--- config.mk ---
export PLATFORM = sky130hd
export DESIGN_NAME = ip_payload_dispatcher
export DESIGN_NICKNAME = d
export VERILOG_FILES = /design/src/rtl/ip_payload_dispatcher.sv
export SDC_FILE = /design/constraint.sdc
export NUM_CORES = 1
export LEC_CHECK = 0
export ABC_CLOCK_PERIOD_IN_PS = 14040
export CAP_MARGIN = 25
export CORE_MARGIN = 2
export CORE_UTILIZATION = 40
export CTS_CLUSTER_SIZE = 8
export DETAILED_ROUTE_END_ITERATION = 10
export SLEW_MARGIN = 40
export SYNTH_ARGS = -nofsm -noshare
export SYNTH_HDL_FRONTEND = slang
export SYNTH_SLANG_ARGS = --single-unit
--- constraint.sdc ---
create_clock -name clk -period 14.04 [get_ports clk]
set_input_delay 2.106 -clock clk [delete_from_list [all_inputs] [get_ports clk]]
set_output_delay 2.106 -clock clk [all_outputs]
set_load 0.02 [all_outputs]
--- src/rtl/ip_payload_dispatcher.sv ---
// ip_payload_dispatcher
// Routes each IP payload to the downstream protocol decoder whose protocol
// number matches the IP protocol field. Payload words go through a shared
// show-ahead FIFO with per-channel valid/ready handshake. Packets whose
// protocol matches no channel are discarded and counted (saturating).
// The packet result combines the IP decoder status with the selected channel.
//
// Ports:
//   clk, reset          clock, synchronous active-low reset
//   data_in, wr_en      payload word and strobe from the IP decoder
//   len_in, protocol    packet length (bytes) / protocol, valid on first wr_en
//   ok_ip, fin_ip       IP decoder status / completion
//   ch_data, ch_len     shared payload bus and latched packet length
//   ch_start            one-cycle one-hot start pulse on the first word
//   ch_valid, ch_ready  per-channel word handshake (one-hot valid)
//   ch_ok, ch_fin       per-channel decoder status / completion
//   ok, fin             packet result (ok valid while fin=1)
//   busy                controller not idle
//   overflow            sticky FIFO overflow / upstream violation flag
//   drop_cnt            saturating count of unmatched packets
//
// state | meaning
// IDLE  | no packet seen since reset
// FWD   | receiving words of a matched packet into the FIFO
// DROP  | receiving and discarding words of an unmatched packet
// DRAIN | all words received, waiting for the FIFO to empty
// WAIT  | waiting for fin_ip and the selected channel's fin
// DONE  | result presented; a new first word starts the next packet
module ip_payload_dispatcher #(
  parameter int                  DATA_W    = 32,
  parameter int                  NUM_CH    = 2,
  parameter logic [NUM_CH*8-1:0] PROTO_MAP = {8'd17, 8'd6},
  parameter int                  DEPTH     = 8,
  parameter int                  CNT_W     = 16
) (
  input  logic              clk,
  input  logic              reset,
  input  logic [DATA_W-1:0] data_in,
  input  logic [15:0]       len_in,
  input  logic [7:0]        protocol,
  input  logic              wr_en,
  input  logic              ok_ip,
  input  logic              fin_ip,
  output logic [DATA_W-1:0] ch_data,
  output logic [15:0]       ch_len,
  output logic [NUM_CH-1:0] ch_start,
  output logic [NUM_CH-1:0] ch_valid,
  input  logic [NUM_CH-1:0] ch_ready,
  input  logic [NUM_CH-1:0] ch_ok,
  input  logic [NUM_CH-1:0] ch_fin,
  output logic              ok,
  output logic              fin,
  output logic              busy,
  output logic              overflow,
  output logic [CNT_W-1:0]  drop_cnt
);

  localparam int BYTES = DATA_W / 8;
  localparam int AW    = $clog2(DEPTH);
  localparam int SEL_W = (NUM_CH > 1) ? $clog2(NUM_CH) : 1;

  typedef enum logic [2:0] {S_IDLE, S_FWD, S_DROP, S_DRAIN, S_WAIT, S_DONE} state_t;

  state_t             state_q, state_d;
  logic [SEL_W-1:0]   sel_q, sel_d;
  logic [15:0]        len_q, len_d;
  logic [15:0]        words_q, words_d;
  logic [15:0]        cnt_q, cnt_d;
  logic               fin_q, fin_d, ok_q, ok_d, ovf_q, ovf_d;
  logic [CNT_W-1:0]   drop_q, drop_d;
  logic [AW:0]        wr_ptr_q, wr_ptr_d, rd_ptr_q, rd_ptr_d;
  logic [DATA_W-1:0]  mem [DEPTH];

  logic               hit;
  logic [SEL_W-1:0]   hit_sel;
  logic [15:0]        w_calc, w_first;
  logic               empty, full, fwd_active, pop, push, do_write, start_pulse;

  // Lowest matching channel wins: scan downwards so the last hit is the lowest.
  always_comb begin
    hit     = 1'b0;
    hit_sel = '0;
    for (int i = NUM_CH - 1; i >= 0; i--) begin
      if (PROTO_MAP[8*i +: 8] == protocol) begin
        hit     = 1'b1;
        hit_sel = SEL_W'(i);
      end
    end
  end

  // A zero-length payload still carries one word.
  assign w_calc  = 16'((32'(len_in) + BYTES - 1) / BYTES);
  assign w_first = (w_calc == 16'd0) ? 16'd1 : w_calc;

  assign empty      = (wr_ptr_q == rd_ptr_q);
  assign full       = (wr_ptr_q[AW] != rd_ptr_q[AW]) &&
                      (wr_ptr_q[AW-1:0] == rd_ptr_q[AW-1:0]);
  assign fwd_active = (state_q == S_FWD) || (state_q == S_DRAIN);
  assign pop        = fwd_active && !empty && ch_ready[sel_q];

  always_comb begin
    state_d     = state_q;
    sel_d       = sel_q;
    len_d       = len_q;
    words_d     = words_q;
    cnt_d       = cnt_q;
    fin_d       = fin_q;
    ok_d        = ok_q;
    ovf_d       = ovf_q;
    drop_d      = drop_q;
    push        = 1'b0;
    start_pulse = 1'b0;
    case (state_q)
      S_IDLE, S_DONE: begin
        if (wr_en) begin
          len_d   = len_in;
          words_d = w_first;
          cnt_d   = 16'd1;
          fin_d   = 1'b0;
          ok_d    = 1'b0;
          ovf_d   = 1'b0;
          if (hit) begin
            sel_d       = hit_sel;
            push        = 1'b1;
            start_pulse = 1'b1;
            state_d     = (w_first == 16'd1) ? S_DRAIN : S_FWD;
          end else begin
            sel_d = '0;
            if (w_first == 16'd1) begin
              if (drop_q != '1) drop_d = drop_q + 1'b1;
              fin_d   = 1'b1;
              state_d = S_DONE;
            end else begin
              state_d = S_DROP;
            end
          end
        end
      end
      S_FWD: begin
        if (wr_en) begin
          push  = 1'b1;
          cnt_d = cnt_q + 16'd1;
          if (cnt_d == words_q) state_d = S_DRAIN;
        end
      end
      S_DROP: begin
        if (wr_en) begin
          cnt_d = cnt_q + 16'd1;
          if (cnt_d == words_q) begin
            if (drop_q != '1) drop_d = drop_q + 1'b1;
            fin_d   = 1'b1;
            ok_d    = 1'b0;
            state_d = S_DONE;
          end
        end
      end
      S_DRAIN: begin
        if (wr_en) ovf_d = 1'b1;
        if (empty) state_d = S_WAIT;
      end
      S_WAIT: begin
        if (wr_en) ovf_d = 1'b1;
        if (ch_fin[sel_q] && fin_ip) begin
          fin_d   = 1'b1;
          ok_d    = ok_ip & ch_ok[sel_q] & ~ovf_d;
          state_d = S_DONE;
        end
      end
      default: state_d = S_IDLE;
    endcase

    // A push into a full FIFO only survives if a pop frees a slot this cycle.
    do_write = push;
    if (push && full && !pop) begin
      do_write = 1'b0;
      ovf_d    = 1'b1;
    end
    wr_ptr_d = do_write ? wr_ptr_q + 1'b1 : wr_ptr_q;
    rd_ptr_d = pop ? rd_ptr_q + 1'b1 : rd_ptr_q;
  end

  always_ff @(posedge clk) begin
    if (!reset) begin
      state_q  <= S_IDLE;
      sel_q    <= '0;
      len_q    <= '0;
      words_q  <= '0;
      cnt_q    <= '0;
      fin_q    <= 1'b0;
      ok_q     <= 1'b0;
      ovf_q    <= 1'b0;
      drop_q   <= '0;
      wr_ptr_q <= '0;
      rd_ptr_q <= '0;
    end else begin
      state_q  <= state_d;
      sel_q    <= sel_d;
      len_q    <= len_d;
      words_q  <= words_d;
      cnt_q    <= cnt_d;
      fin_q    <= fin_d;
      ok_q     <= ok_d;
      ovf_q    <= ovf_d;
      drop_q   <= drop_d;
      wr_ptr_q <= wr_ptr_d;
      rd_ptr_q <= rd_ptr_d;
    end
  end

  always_ff @(posedge clk) begin
    if (reset && do_write) mem[wr_ptr_q[AW-1:0]] <= data_in;
  end

  // Bus reads as zero while empty so nothing stale shows after reset.
  assign ch_data  = empty ? '0 : mem[rd_ptr_q[AW-1:0]];
  assign ch_len   = len_q;
  assign ch_start = (start_pulse && reset) ? (NUM_CH'(1) << hit_sel) : '0;
  assign ch_valid = (fwd_active && !empty) ? (NUM_CH'(1) << sel_q) : '0;
  assign ok       = ok_q;
  assign fin      = fin_q;
  assign busy     = (state_q != S_IDLE);
  assign overflow = ovf_q;
  assign drop_cnt = drop_q;

endmodule

==> results of run 1 <==
## layout by cell type, fill, tap and decap left out, drive strengths merged, types with 2 or more instances in the layout
cell type	Yosys	layout
and2	7	7
mux4	64	64
nand2	81	81
nor4bb	2	2
a22oi	3	3
a21bo	3	3
and4	12	12
edfxtp	256	256
a221oi	2	2
nor3b	2	2
nand3	15	15
or3	3	3
a21boi	2	2
xor2	26	26
nand2b	15	15
a211oi	11	11
nor2b	7	7
o21ai	27	27
o2111ai	2	2
ha	6	6
buf	18	17
clkbuf	36	67
and3	9	9
dfxtp	81	81
nand3b	3	3
clkinv	0	3
a31oi	5	5
diode	0	2
inv	6	7
nor2	91	91
clkdlybuf4s50	0	138
nor3	16	16
mux2i	45	45
xnor2	26	26
nand4	17	17
a21oi	48	48
nor4	11	11
## logic make-up after synthesis
kind of cell | share of synthesized area
AO/OA/AOI/OAI | 0.0511
multiplexers | 0.133
AND/OR/NAND/NOR | 0.108
XOR/XNOR | 0.0319
flip-flops | 0.651
adder cells (fa/ha/maj) | 0.00595
buffers and inverters | 0.0188
## power groups by stage
stage | clock network (W) | logic (W) | registers [W]
floorplan | 0 | 0.0000687 | 0.00112
global placement | 0 | 0.000130 | 0.00112
detailed placement | 0 | 0.000132 | 0.00112
CTS | 0.00107 | 0.000133 | 0.00110
global route | 0.00111 | 0.000145 | 0.00110
finish | 0.00104 | 0.000131 | 0.00110
## state kept, by name, indices dropped and copies added, names as in the netlist, 3 cells and up, named ones only
| name | cells |
|---|---|
| words_q | 15 |
| state_q | 3 |
| ch_len | 16 |
| wr_ptr_q | 4 |
| cnt_q | 16 |
| drop_cnt | 16 |
| rd_ptr_q | 4 |
| mem | 256 |
## metrics by stage
stage | setup slack [ns] | power [W]
after floorplan | 7.86 | 0.00119
after CTS | 7.61 | 0.00230
after global routing | 7.40 | 0.00236
after detailed placement | 7.61 | 0.00125
after global placement | 7.61 | 0.00125
final | 7.59 | 0.00227
## worst min-delay path, stage by stage (launching register included)
cell	delay, ns
dfxtp_1	0.30
nand2_1	0.05
a21oi_1	0.05
## layout make-up
| class | instances | share of cell area |
|---|---|---|
| well taps | 461 | 0.0328 |
| flip-flops and latches | 337 | 0.530 |
| clock inverters | 4 | 0.00491 |
| multi-input cells | 582 | 0.272 |
| diodes | 2 | 0.000285 |
| repair buffers | 155 | 0.0861 |
| inverters | 6 | 0.00128 |
| clock buffers | 67 | 0.0730 |
## worst max path at each step
| stage | start | endpoint | slack, ns | cells past startpoint |
|---|---|---|---|---|
| CTS | wr_en | ch_start[1] | 7.61 | 6 |
| finish | wr_en | ch_start[1] | 7.59 | 6 |
| detailed placement | wr_en | ch_start[1] | 7.61 | 6 |
| floorplan | protocol[3] | mem[4][0] | 7.86 | 8 |
| global placement | wr_en | ch_start[1] | 7.61 | 6 |
| global route | wr_en | ch_start[1] | 7.40 | 6 |
## layer usage
layer | routed length (um) | part of all wire | global-route usage
met5 | 0 | 0 | 0
met4 | 563 | 0.018 | 0.0481
met3 | 1370 | 0.044 | 0.0342
met2 | 15200 | 0.49 | 0.280
met1 | 14100 | 0.45 | 0.229
==> results.tsv, run 1 <==
stage	metric	value	unit
setup_path	maximum fanout encountered on the critical timing path	35	
setup_path	Critical Path AT	4.34	ns
die	number of ports placed on the die boundary	139	
final_layout	storage element area	9320	sq um
clock_tree	clock insertion delay at the later pin of the skew report	0.57	ns
min_path	Worst Hold Depth	2	
min_path	type of the most critical hold path	flip-flop to flip-flop	
synthesis	Synth area leader	edfxtp_1	
timing	total negative setup slack	0	ns
clock_tree	Clock Sink Count	337	
status	status	completed	
placement	count of input and output buffers	138	
power_and_ir_drop	total power density per cell area	129	nW/um^2
clock_tree	Resized cells post-CTS	0	
timing	setup repair after global routing missed its margin	no	
synthesis	sequential-to-total area share from yosys stat	0.651	
power_and_ir_drop	combinational fraction of design power	0.058	
final_layout	number of nets in the layout	1203	
placement	post-placement cell count	1541	
synthesis	most instantiated flip-flop cell in the synthesis netlist	edfxtp_1	
synthesis	post-synth design cell area	14300	sq um
synthesis	total nets after synthesis	1053	
power_and_ir_drop	share of power burned in registers	0.483	
setup_path	worst reg2reg path depth	9	
synthesis	syn_area_per_cell	14.6	sq um
setup_path	reg2reg end	mem[1][4]	
global_route	global-route wire length before repair	48300	um
timing	final hold violation count	0	
timing	worst hold slack after final layout	0.452	ns
setup_path	type of the worst setup path	primary input to primary output	
power_and_ir_drop	standby leakage power	5.57	nW
timing	number of endpoints failing setup at the final stage	0	
setup_path	CP cell instances	clkdlybuf4s50_1 > nand2_1 > nor2_2 > buf_4 > and4_1 > clkdlybuf4s50_1	
timing	Max Freq	155	MHz
synthesis	Cells after Synth	980	
global_route	all-layer global routing usage	0.170	
setup_path	cell class contributing the biggest share of worst-path delay	buffers and inverters	
synthesis	commonest cells in the netlist	edfxtp_1, nor2_1, dfxtp_1, nand2_1, mux4_2	
clock_tree	count of hold-fix buffers inserted at cts	0	
clock_tree	Inserted Clock Buffers	48	
global_route	maximum number of pins on one net before global-route repair	65	
power_and_ir_drop	net switching share of the total power	0.220	
routing	post-detailed-route wirelength per cell	19.3	um
setup_path	Max stage delay on crit path	0.77	ns
timing	final period utilization	0.459	
clock_tree	number of levels the H-tree was split into	2	
final_layout	# fillers	2994	
synthesis	number of flops mapped to enable cells by yosys	256	
min_path	Worst Min Path Start	ch_len[6]	
final_layout	filler-free cell count of the finished design	1614	
clock_tree	clk root buf	clkbuf_16	
setup_path	launch point of the worst reg-to-reg path	wr_ptr_q[1]	
clock_tree	Post CTS Setup Buffer Count	0	
min_path	endpoint with the worst hold slack	ch_len[6]	
final_layout	utilization after layout	0.496	
final_layout	ratio of cells with drive above 1 in the final layout	0.152	
placement	detailed placer's ending HPWL	18500	um
power_and_ir_drop	internal power of the cells	0.00177	W
placement	Final Wtd Congestion	0.793	
placement	cell area reported after detailed placement	16200	sq um
die	area of the die	37300	sq um
power_and_ir_drop	switching component of the power	0.000500	W
synthesis	portion of synthesized cell area occupied by the leading cell type	0.538	
setup_path	setup slack, reg-to-reg	9.99	ns
die	Std-Cell Rows	69	
routing	number of DRC markers after the initial detailed-route iteration	494	
clock_tree	clk slew on worst S/H paths	0.05	ns
timing	final critical delay including setup and external delays	6.45	ns
setup_path	worst endpoint required time	11.93	ns
timing	worst setup skew after layout	0.0381	ns
die	chip width	193	um
routing	count of antenna-violating nets left after detailed routing	0	
synthesis	Area contributors post-synth	edfxtp_1, dfxtp_1, mux4_2, mux2i_1, nor2_1	
routing	total wire length	31200	um
setup_path	startpoint class of the critical path	primary input	
global_route	vias in the first global route	8628	
routing	DRC	0	
synthesis	Warnings, synthesis	0	
clock_tree	Clock Tree Buf Depth	3	
power_and_ir_drop	Clk network pwr share	0.459	
power_and_ir_drop	peak ir drop on the vdd network	106	uV
synthesis	cell with the most instances after synthesis	edfxtp_1	
timing	Slew Limit Fails	0	
synthesis	share of synthesized registers carrying an async set or reset	0	
flow_run	max-cap check violation count	0	
global_route	total gr overflow	0	
routing	Initial DRT Pass Iterations	5	
routing	average vias per placed instance	5.28	
setup_path	nature of the critical path endpoint	primary output	
setup_path	dominant cell type by count on the critical path	clkdlybuf4s50_1	
setup_path	Critical Path Slowest Stage Cell	clkdlybuf4s50_1	
die	standard cell core area	35400	sq um
final_layout	Area growth syn-to-layout	23.0	%
final_layout	final instance area	17600	sq um
synthesis	number of different library cells in the post-synthesis netlist	73	
routing	via count	8515	
clock_tree	CTS tree	built	
timing	transition time at the pin with the least slew margin	0.733	ns
setup_path	number of buffers and inverters on the critical path	3	
final_layout	combined area of the multi-input logic cells	4770	sq um
global_route	initial antenna violation count	1	
die	Die Y	193	um
die	effective utilization at floorplan	0.404	
timing	relative max-transition margin	0.511	
synthesis	number of register bits inferred by synthesis	337	
Power figures use the tool's default switching activity.
==> run 2, diff against run 1 <==
ABC_CLOCK_PERIOD_IN_PS = 6500   (was 14040)
clock period = 6.5 ns   (was 14.04 ns; I/O delays follow)
==> results.tsv, run 2 (synthesis results as in run 1) <==
stage	metric	value	unit	change
die	effective utilization at floorplan	0.404		unchanged
flow_run	max-cap check violation count	0		unchanged
timing	transition time at the pin with the least slew margin	0.714	ns	-0.0194 ns
setup_path	Critical Path AT	4.42	ns	+0.08 ns
setup_path	CP cell instances	clkdlybuf4s50_1 > nor4bb_1 > o21ai_0 > nand2b_1 > a21oi_1 > nor2b_1 > nand3_1 > nor2_4 > buf_4		
power_and_ir_drop	internal power of the cells	0.00381	W	+120%
timing	final period utilization	0.645		
power_and_ir_drop	net switching share of the total power	0.216		-0.00430
power_and_ir_drop	switching component of the power	0.00105	W	+110%
routing	number of DRC markers after the initial detailed-route iteration	490		-0.81%
placement	count of input and output buffers	138		unchanged
setup_path	Critical Path Slowest Stage Cell	nor2_4		
clock_tree	clock insertion delay at the later pin of the skew report	0.55	ns	-0.02 ns
timing	relative max-transition margin	0.523		+0.0118
global_route	initial antenna violation count	0		-1
setup_path	Max stage delay on crit path	0.66	ns	-0.11 ns
final_layout	number of antenna cells inserted	0		-2
routing	count of antenna-violating nets left after detailed routing	0		unchanged
setup_path	type of the worst setup path	primary input to flip-flop		
clock_tree	number of levels the H-tree was split into	2		unchanged
global_route	all-layer global routing usage	0.171		+0.00178
power_and_ir_drop	standby leakage power	5.64	nW	+1.3%
clock_tree	clk root buf	clkbuf_16		
final_layout	number of flip-flops under the largest register name	256		unchanged
clock_tree	count of hold-fix buffers inserted at cts	0		unchanged
final_layout	most frequent standard cell in the layout excluding fill and tap cells	edfxtp_1		
clock_tree	Clock Tree Buf Depth	3		unchanged
placement	Final Wtd Congestion	0.775		-2.3%
placement	cell area reported after detailed placement	16400	sq um	+1.5%
setup_path	worst endpoint required time	6.72	ns	-5.21 ns
placement	DP Worst Slack	1.75	ns	-5.86 ns
setup_path	launch point of the worst reg-to-reg path	state_q[0]		
die	number of ports placed on the die boundary	139		unchanged
clock_tree	Post CTS Setup Buffer Count	0		unchanged
min_path	type of the most critical hold path	flip-flop to flip-flop		
clock_tree	Inserted Clock Buffers	48		unchanged
routing	Initial DRT Pass Iterations	4		-1
routing	total wire length	31200	um	+0.13%
timing	least setup slack across all paths after layout	2.31	ns	-5.28 ns
setup_path	worst reg2reg path depth	7		-2
timing	total negative setup slack	0	ns	unchanged
power_and_ir_drop	combinational fraction of design power	0.059		about the same
final_layout	number of nets in the layout	1209		+0.50%
setup_path	maximum fanout encountered on the critical timing path	19		-46%
setup_path	origin of the worst setup path	protocol[2]		
final_layout	final instance area	17800	sq um	+1.2%
final_layout	ratio of cells with drive above 1 in the final layout	0.155		+0.00254
die	standard cell core area	35400	sq um	unchanged
timing	number of endpoints failing setup at the final stage	0		unchanged
routing	average vias per placed instance	5.27		about the same
routing	post-detailed-route wirelength per cell	19.3	um	-0.18%
global_route	total gr overflow	0		unchanged
timing	Slew Limit Fails	0		unchanged
global_route	maximum number of pins on one net before global-route repair	65		unchanged
power_and_ir_drop	share of power burned in registers	0.488		+0.005
routing	uppermost signal routing layer after detailed routing	met4		
timing	setup repair after global routing missed its margin	no		
routing	met3 routed WL	1290	um	-6.1%
clock_tree	clk slew on worst S/H paths	0.05	ns	about the same
final_layout	commonest non-fill, non-tap cells in the layout	edfxtp_1, clkdlybuf4s50_1, nor2_1		
clock_tree	Resized cells post-CTS	0		unchanged
final_layout	Area growth syn-to-layout	24.4	%	
die	chip width	193	um	unchanged
setup_path	nature of the critical path endpoint	flip-flop		
clock_tree	Clock Sink Count	337		unchanged
die	Die Y	193	um	unchanged
placement	detailed placer's ending HPWL	20300	um	+9.3%
global_route	vias in the first global route	8639		+0.13%
die	Std-Cell Rows	69		unchanged
clock_tree	CTS tree	built		
routing	DRC	0		unchanged
setup_path	startpoint class of the critical path	primary input		
status	status	completed		
timing	final hold violation count	0		unchanged
setup_path	setup slack, reg-to-reg	2.57	ns	-7.42 ns
setup_path	reg2reg end	mem[7][18]		
timing	Max Freq	238	MHz	
timing	final critical delay including setup and external delays	4.19	ns	
routing	Met2 Wirelength	15400	um	+1.1%
global_route	global-route wire length before repair	48900	um	+1.3%
routing	DRT met1 WL	14000	um	-0.37%
power_and_ir_drop	Clk network pwr share	0.453		-0.006
routing	via count	8540		+0.29%
power_and_ir_drop	peak ir drop on the vdd network	170	uV	+60%
timing	worst setup skew after layout	0.0273	ns	-0.0108 ns
setup_path	worst setup path endpoint	mem[7][18]		
power_and_ir_drop	total power density per cell area	273	nW/um^2	+110%
die	area of the die	37300	sq um	unchanged
## run 2: area by class of cell
| cell class | count | area (sq um) |
|---|---|---|
| clock buffer | 69 | 1280 |
| inverter | 6 | 22.5 |
| tap | 461 | 577 |
| multi-input combinational | 582 | 4770 |
| timing repair buffer | 161 | 1760 |
| fill | 3049 | 17600 |
| sequential | 337 | 9320 |
| clock inverter | 3 | 55.1 |
## run 2: how the worst min path moves through the flow
stage	end	from	cells after the start
after floorplan	words_q[12]	words_q[12]	2
after global placement	ch_len[5]	ch_len[5]	2
after detailed placement	ch_len[2]	ch_len[2]	2
after CTS	ch_len[2]	ch_len[2]	2
after global routing	ch_len[3]	ch_len[3]	2
final	ch_len[1]	ch_len[1]	2
## run 2: worst max-delay path: cells and delay by family
kind                   cells  cell delay [ns]
AO/OA/AOI/OAI              2             0.47
AND/OR/NAND/NOR            5             2.11
buffers and inverters      2             0.85
## run 2: power by group through the flow
stage                     registers [W]  logic, W  clock network [W]
after CTS                       0.00237  0.000289            0.00226
after floorplan                 0.00241  0.000148                  0
final                           0.00237  0.000286            0.00220
after detailed placement        0.00241  0.000287                  0
after global placement          0.00241  0.000283                  0
after global routing            0.00237  0.000317            0.00236
## run 2: metrics by stage
stage               hold WS, ns  utilization  total power (W)  cells
finish                    0.453        0.502          0.00486   1619
detailed placement        0.446        0.465          0.00270   1547
global route              0.475        0.502          0.00505   1619
CTS                       0.453        0.502          0.00492   1619
floorplan                 0.444            -          0.00256    980
global placement          0.445        0.456          0.00269   1535
## run 2: per-layer routing
| metal | vias to the layer above | global-route usage |
|---|---|---|
| li1 | 4053 | - |
| met1 | 4274 | 0.231 |
| met2 | 163 | 0.288 |
| met3 | 50 | 0.0302 |
| met4 | 0 | 0.0449 |
| met5 | - | 0 |
==> run 3, diff against run 2 <==
ABC_CLOCK_PERIOD_IN_PS = 4200   (was 6500)
clock period = 4.2 ns   (was 6.5 ns; I/O delays follow)
==> results.tsv, run 3 (synthesis results as in run 1) <==
stage	metric	value	unit	change
setup_path	Critical Path Slowest Stage Cell	dfxtp_1		
min_path	type of the most critical hold path	flip-flop to flip-flop		
timing	Max Freq	279	MHz	
clock_tree	count of hold-fix buffers inserted at cts	0		unchanged
placement	count of input and output buffers	138		unchanged
final_layout	# fillers	3050		+0.033%
global_route	global-route wire length before repair	48900	um	about the same
timing	least setup slack across all paths after layout	0.615	ns	-1.69 ns
clock_tree	number of levels the H-tree was split into	2		unchanged
setup_path	worst setup path endpoint	ch_data[30]		
placement	Final Wtd Congestion	0.766		-1.1%
die	Die Y	193	um	unchanged
timing	setup repair after global routing missed its margin	no		
setup_path	origin of the worst setup path	wr_ptr_q[1]		
clock_tree	Resized cells post-CTS	0		unchanged
setup_path	nature of the critical path endpoint	primary output		
timing	worst setup skew after layout	0.0378	ns	+0.0105 ns
placement	post-placement cell count	1551		+0.26%
setup_path	number of buffers and inverters on the critical path	2		unchanged
power_and_ir_drop	total power density per cell area	430	nW/um^2	+57%
placement	detailed placer's ending HPWL	19300	um	-4.8%
routing	Initial DRT Pass Iterations	4		unchanged
routing	total wire length	31100	um	-0.47%
clock_tree	Clock Sink Count	337		unchanged
setup_path	type of the worst setup path	flip-flop to primary output		
die	effective utilization at floorplan	0.404		unchanged
global_route	maximum number of pins on one net before global-route repair	65		unchanged
die	number of ports placed on the die boundary	139		unchanged
clock_tree	Post CTS Setup Buffer Count	0		unchanged
power_and_ir_drop	standby leakage power	5.63	nW	-0.28%
final_layout	filler-free cell count of the finished design	1623		+0.25%
final_layout	Area growth syn-to-layout	24.0	%	
routing	uppermost signal routing layer after detailed routing	met4		
power_and_ir_drop	peak ir drop on the vdd network	310	uV	+82%
setup_path	startpoint class of the critical path	flip-flop		
routing	met3 routed WL	1340	um	+3.6%
clock_tree	Inserted Clock Buffers	48		unchanged
clock_tree	clk slew on worst S/H paths	0.05	ns	about the same
routing	number of DRC markers after the initial detailed-route iteration	440		-10%
routing	average vias per placed instance	5.30		+0.52%
setup_path	Critical Path AT	2.95	ns	-1.47 ns
die	standard cell core area	35400	sq um	unchanged
clock_tree	CTS tree	built		
routing	Met2 Wirelength	15700	um	+1.9%
setup_path	Max stage delay on crit path	0.59	ns	-0.07 ns
setup_path	worst reg2reg path depth	9		+2
routing	DRC	0		unchanged
final_layout	commonest non-fill, non-tap cells in the layout	edfxtp_1, clkdlybuf4s50_1, nor2_1		
placement	DP Worst Slack	0.308	ns	-1.44 ns
global_route	initial antenna violation count	1		+1
setup_path	maximum fanout encountered on the critical timing path	36		+17
routing	count of antenna-violating nets left after detailed routing	0		unchanged
timing	final period utilization	0.854		
flow_run	max-cap check violation count	0		unchanged
timing	total negative setup slack	0	ns	unchanged
setup_path	reg2reg end	state_q[1]		
global_route	vias in the first global route	8822		+2.1%
final_layout	storage element area	9320	sq um	about the same
die	chip width	193	um	unchanged
final_layout	combined area of the multi-input logic cells	4780	sq um	+0.26%
timing	relative max-transition margin	0.573		+0.0495
setup_path	setup slack, reg-to-reg	1.09	ns	-1.48 ns
timing	number of endpoints failing setup at the final stage	0		unchanged
clock_tree	clock insertion delay at the later pin of the skew report	0.57	ns	+0.02 ns
clock_tree	Clock Tree Buf Depth	3		unchanged
die	Std-Cell Rows	69		unchanged
die	area of the die	37300	sq um	unchanged
status	status	completed		
setup_path	Levels on crit path	5		-4
setup_path	CP cell instances	xor2_1 > nor4_4 > buf_4 > nor2_1 > clkdlybuf4s50_1		
setup_path	cell class contributing the biggest share of worst-path delay	buffers and inverters		
final_layout	number of flip-flops under the largest register name	256		unchanged
global_route	total gr overflow	0		unchanged
setup_path	launch point of the worst reg-to-reg path	cnt_q[0]		
final_layout	number of nets in the layout	1213		+0.33%
routing	DRT met1 WL	13600	um	-3.0%
timing	final critical delay including setup and external delays	3.58	ns	
setup_path	worst endpoint required time	3.57	ns	-3.15 ns
routing	via count	8606		+0.77%
final_layout	ratio of cells with drive above 1 in the final layout	0.158		+0.00391
timing	final hold violation count	0		unchanged
global_route	all-layer global routing usage	0.170		-0.000978
final_layout	most frequent standard cell in the layout excluding fill and tap cells	edfxtp_1		
timing	transition time at the pin with the least slew margin	0.641	ns	-0.0725 ns
routing	post-detailed-route wirelength per cell	19.2	um	-0.72%
timing	Slew Limit Fails	0		unchanged
clock_tree	clk root buf	clkbuf_16		
## run 3: power breakdown
part,internal [W],switching [W]
Combinational,0.000193,0.000253
Clock,0.00213,0.00137
Sequential,0.00363,0.0000417
## run 3: tightest hold or removal path: stages (launching register included)
cell and delay [ns]:
dfxtp_1 0.30, nand2_1 0.05, a21oi_1 0.05
## run 3: per-layer routing
metal	global-route usage	vias to the layer above
met1	0.228	4319
met3	0.0329	42
met4	0.0440	0
met2	0.287	168
met5	0	-
li1	-	4077
## run 3: final cells by class
class / count / area share
sequential: 337 / 0.526
inverter: 6 / 0.00127
timing repair buffer: 165 / 0.0922
multi-input combinational: 582 / 0.270
clock inverter: 3 / 0.00452
antenna: 1 / 0.000141
clock buffer: 68 / 0.0732
tap: 461 / 0.0326
## run 3: worst min path at each step
stage                     cells after the start  slack (ns)   startpoint           to
after CTS                                     2        0.45    ch_len[9]    ch_len[9]
final                                         2        0.45    ch_len[9]    ch_len[9]
after global routing                          2        0.47    ch_len[6]    ch_len[6]
after floorplan                               2        0.44  words_q[12]  words_q[12]
after global placement                        2        0.44   ch_len[15]   ch_len[15]
after detailed placement                      2        0.45    ch_len[9]    ch_len[9]
## run 3: through the flow
stage / total power (W) / instance area, sq um / hold WS, ns / util
2_1_floorplan: 0.00397 / 14300 / 0.444 / -
3_3_place_gp: 0.00418 / 16300 / 0.445 / 0.461
3_5_place_dp: 0.00418 / 16300 / 0.445 / 0.461
4_1_cts: 0.00771 / 17700 / 0.453 / 0.500
5_1_grt: 0.00790 / 17700 / 0.472 / 0.500
6_report: 0.00761 / 17700 / 0.452 / 0.500
==> patch: new RTL, config.mk and constraints of run 3 <==
Take the reset off `words_q` and load it in a clocked block of its own.
--- a/src/rtl/ip_payload_dispatcher.sv
+++ b/src/rtl/ip_payload_dispatcher.sv
@@ -186,3 +186,2 @@
       len_q    <= '0;
-      words_q  <= '0;
       cnt_q    <= '0;
@@ -198,3 +197,2 @@
       len_q    <= len_d;
-      words_q  <= words_d;
       cnt_q    <= cnt_d;
@@ -207,2 +205,6 @@
     end
+  end
+
+  always_ff @(posedge clk) begin
+    words_q <= words_d;
   end
Behaviour: no difference found for any inputs over 4 cycles, from zero or initial values and one cycle with reset low; that may be too few to reach the edited logic, so the function may still have changed.
==> patch against run 3 <==
Clock skew down 0.021 ns; sequential cell count unchanged; wire length is 2.4% higher; synthesized area is 0.35% lower; worst hold slack better by 0.0047 ns; worst setup slack got worse by 0.016 ns; final area hardly changed; cell count decreased by 0.43%; global-route usage up 0.30 points; critical path type unchanged.
Power is not compared: it rests on default switching activity, and its combinational part moved more than twofold at a synthesized area within 25%.
==> patch: results (changes against run 3) <==
Maximum number of pins on one net before global-route repair = 34 (-48%)
Worst-case register-to-register setup slack = 0.69 ns (-0.40 ns)
Initial DRC Count = 492 (+12%)
Fin Clk Skew = 0.0163 ns (-0.0215 ns)
Instance count after placement with tap cells included = 1541 (-0.64%)
Post-synthesis share of cell area spent on full adders, half adders and majority gates = 0.00668 (+0.000724)
Data arrival time of the worst path = 2.97 ns (+0.02 ns)
Status = finished clean
Met2 WL = 15400 microns (-1.9%)
Post-synth EDFFs = 271 (+5.9%)
Most frequent cells after synthesis = 271 x sky130_fd_sc_hd__edfxtp_1, 77 x sky130_fd_sc_hd__nor2_1, 76 x sky130_fd_sc_hd__nand2_1
Final clock-cell share = 0.0770 (-0.000809)
Average size of a mapped cell = 14.8 sq um (+1.4%)
Worst reg2reg path endpoint = drop_cnt[13]$_SDFFE_PN0P_
Placement Setup Slack = 0.521 ns (+0.213 ns)
Invs w/o clock = 16 (+10)
Synth area leaders = sky130_fd_sc_hd__edfxtp_1 57%, sky130_fd_sc_hd__mux4_2 10%, sky130_fd_sc_hd__dfxtp_1 9.3%, sky130_fd_sc_hd__mux2i_1 2.7%, sky130_fd_sc_hd__nor2_1 2.0%
Number of multi-input logic gates = 554 (-4.8%)
Length of routed wiring on met1 = 14200 microns (+4.5%)
Largest fanout of any net on the critical path = 23 (-36%)
Multiplexer share of the synthesized area = 0.129 (-0.00445)
Fraction of standard cell area that is sequential = 0.535 (+0.00860)
Proportion of synthesized chip area in sequential cells = 0.664 (+0.0128)
Area of the multi-input gates = 4590 sq um (-4.1%)
Worst setup path endpoint = ch_data[20]
Synth Area in Compound Gates = 0.0557 (+0.00457)
Overall global routing resource usage = 0.173 (+0.00304)
Placer Congestion = 0.793 (+3.5%)
Number of global-route vias before repair = 8590 (-2.6%)
Half-perimeter wire length after placement = 21000 microns (+8.9%)
Fill cells = 2958 (-3.0%)
Number of nets at the end of the flow = 1203 (-0.82%)
Met1 routing resource usage after global routing = 0.237 (+0.00909)
Number of antenna violations at the first check in global routing = 0 (-1)
[patch: worst min path at each step]
stage	slack, ns	from	endpoint
3_5_place_dp	0.45	ch_len[11]$_SDFFE_PN0P_	ch_len[11]$_SDFFE_PN0P_
4_1_cts	0.46	ch_len[11]$_SDFFE_PN0P_	ch_len[11]$_SDFFE_PN0P_
3_3_place_gp	0.44	ch_len[2]$_SDFFE_PN0P_	ch_len[2]$_SDFFE_PN0P_
2_1_floorplan	0.50	rd_ptr_q[3]$_SDFFE_PN0P_	rd_ptr_q[3]$_SDFFE_PN0P_
6_report	0.46	ch_len[4]$_SDFFE_PN0P_	ch_len[4]$_SDFFE_PN0P_
5_1_grt	0.47	ch_len[4]$_SDFFE_PN0P_	ch_len[4]$_SDFFE_PN0P_
[patch: power groups by stage]
stage	sequential, W	clock, W	combinational (W)
floorplan	0.00388	0	0.000601
global placement	0.00387	0	0.00109
detailed placement	0.00388	0	0.00110
CTS	0.00381	0.00354	0.00111
global route	0.00382	0.00371	0.00119
finish	0.00381	0.00347	0.00110
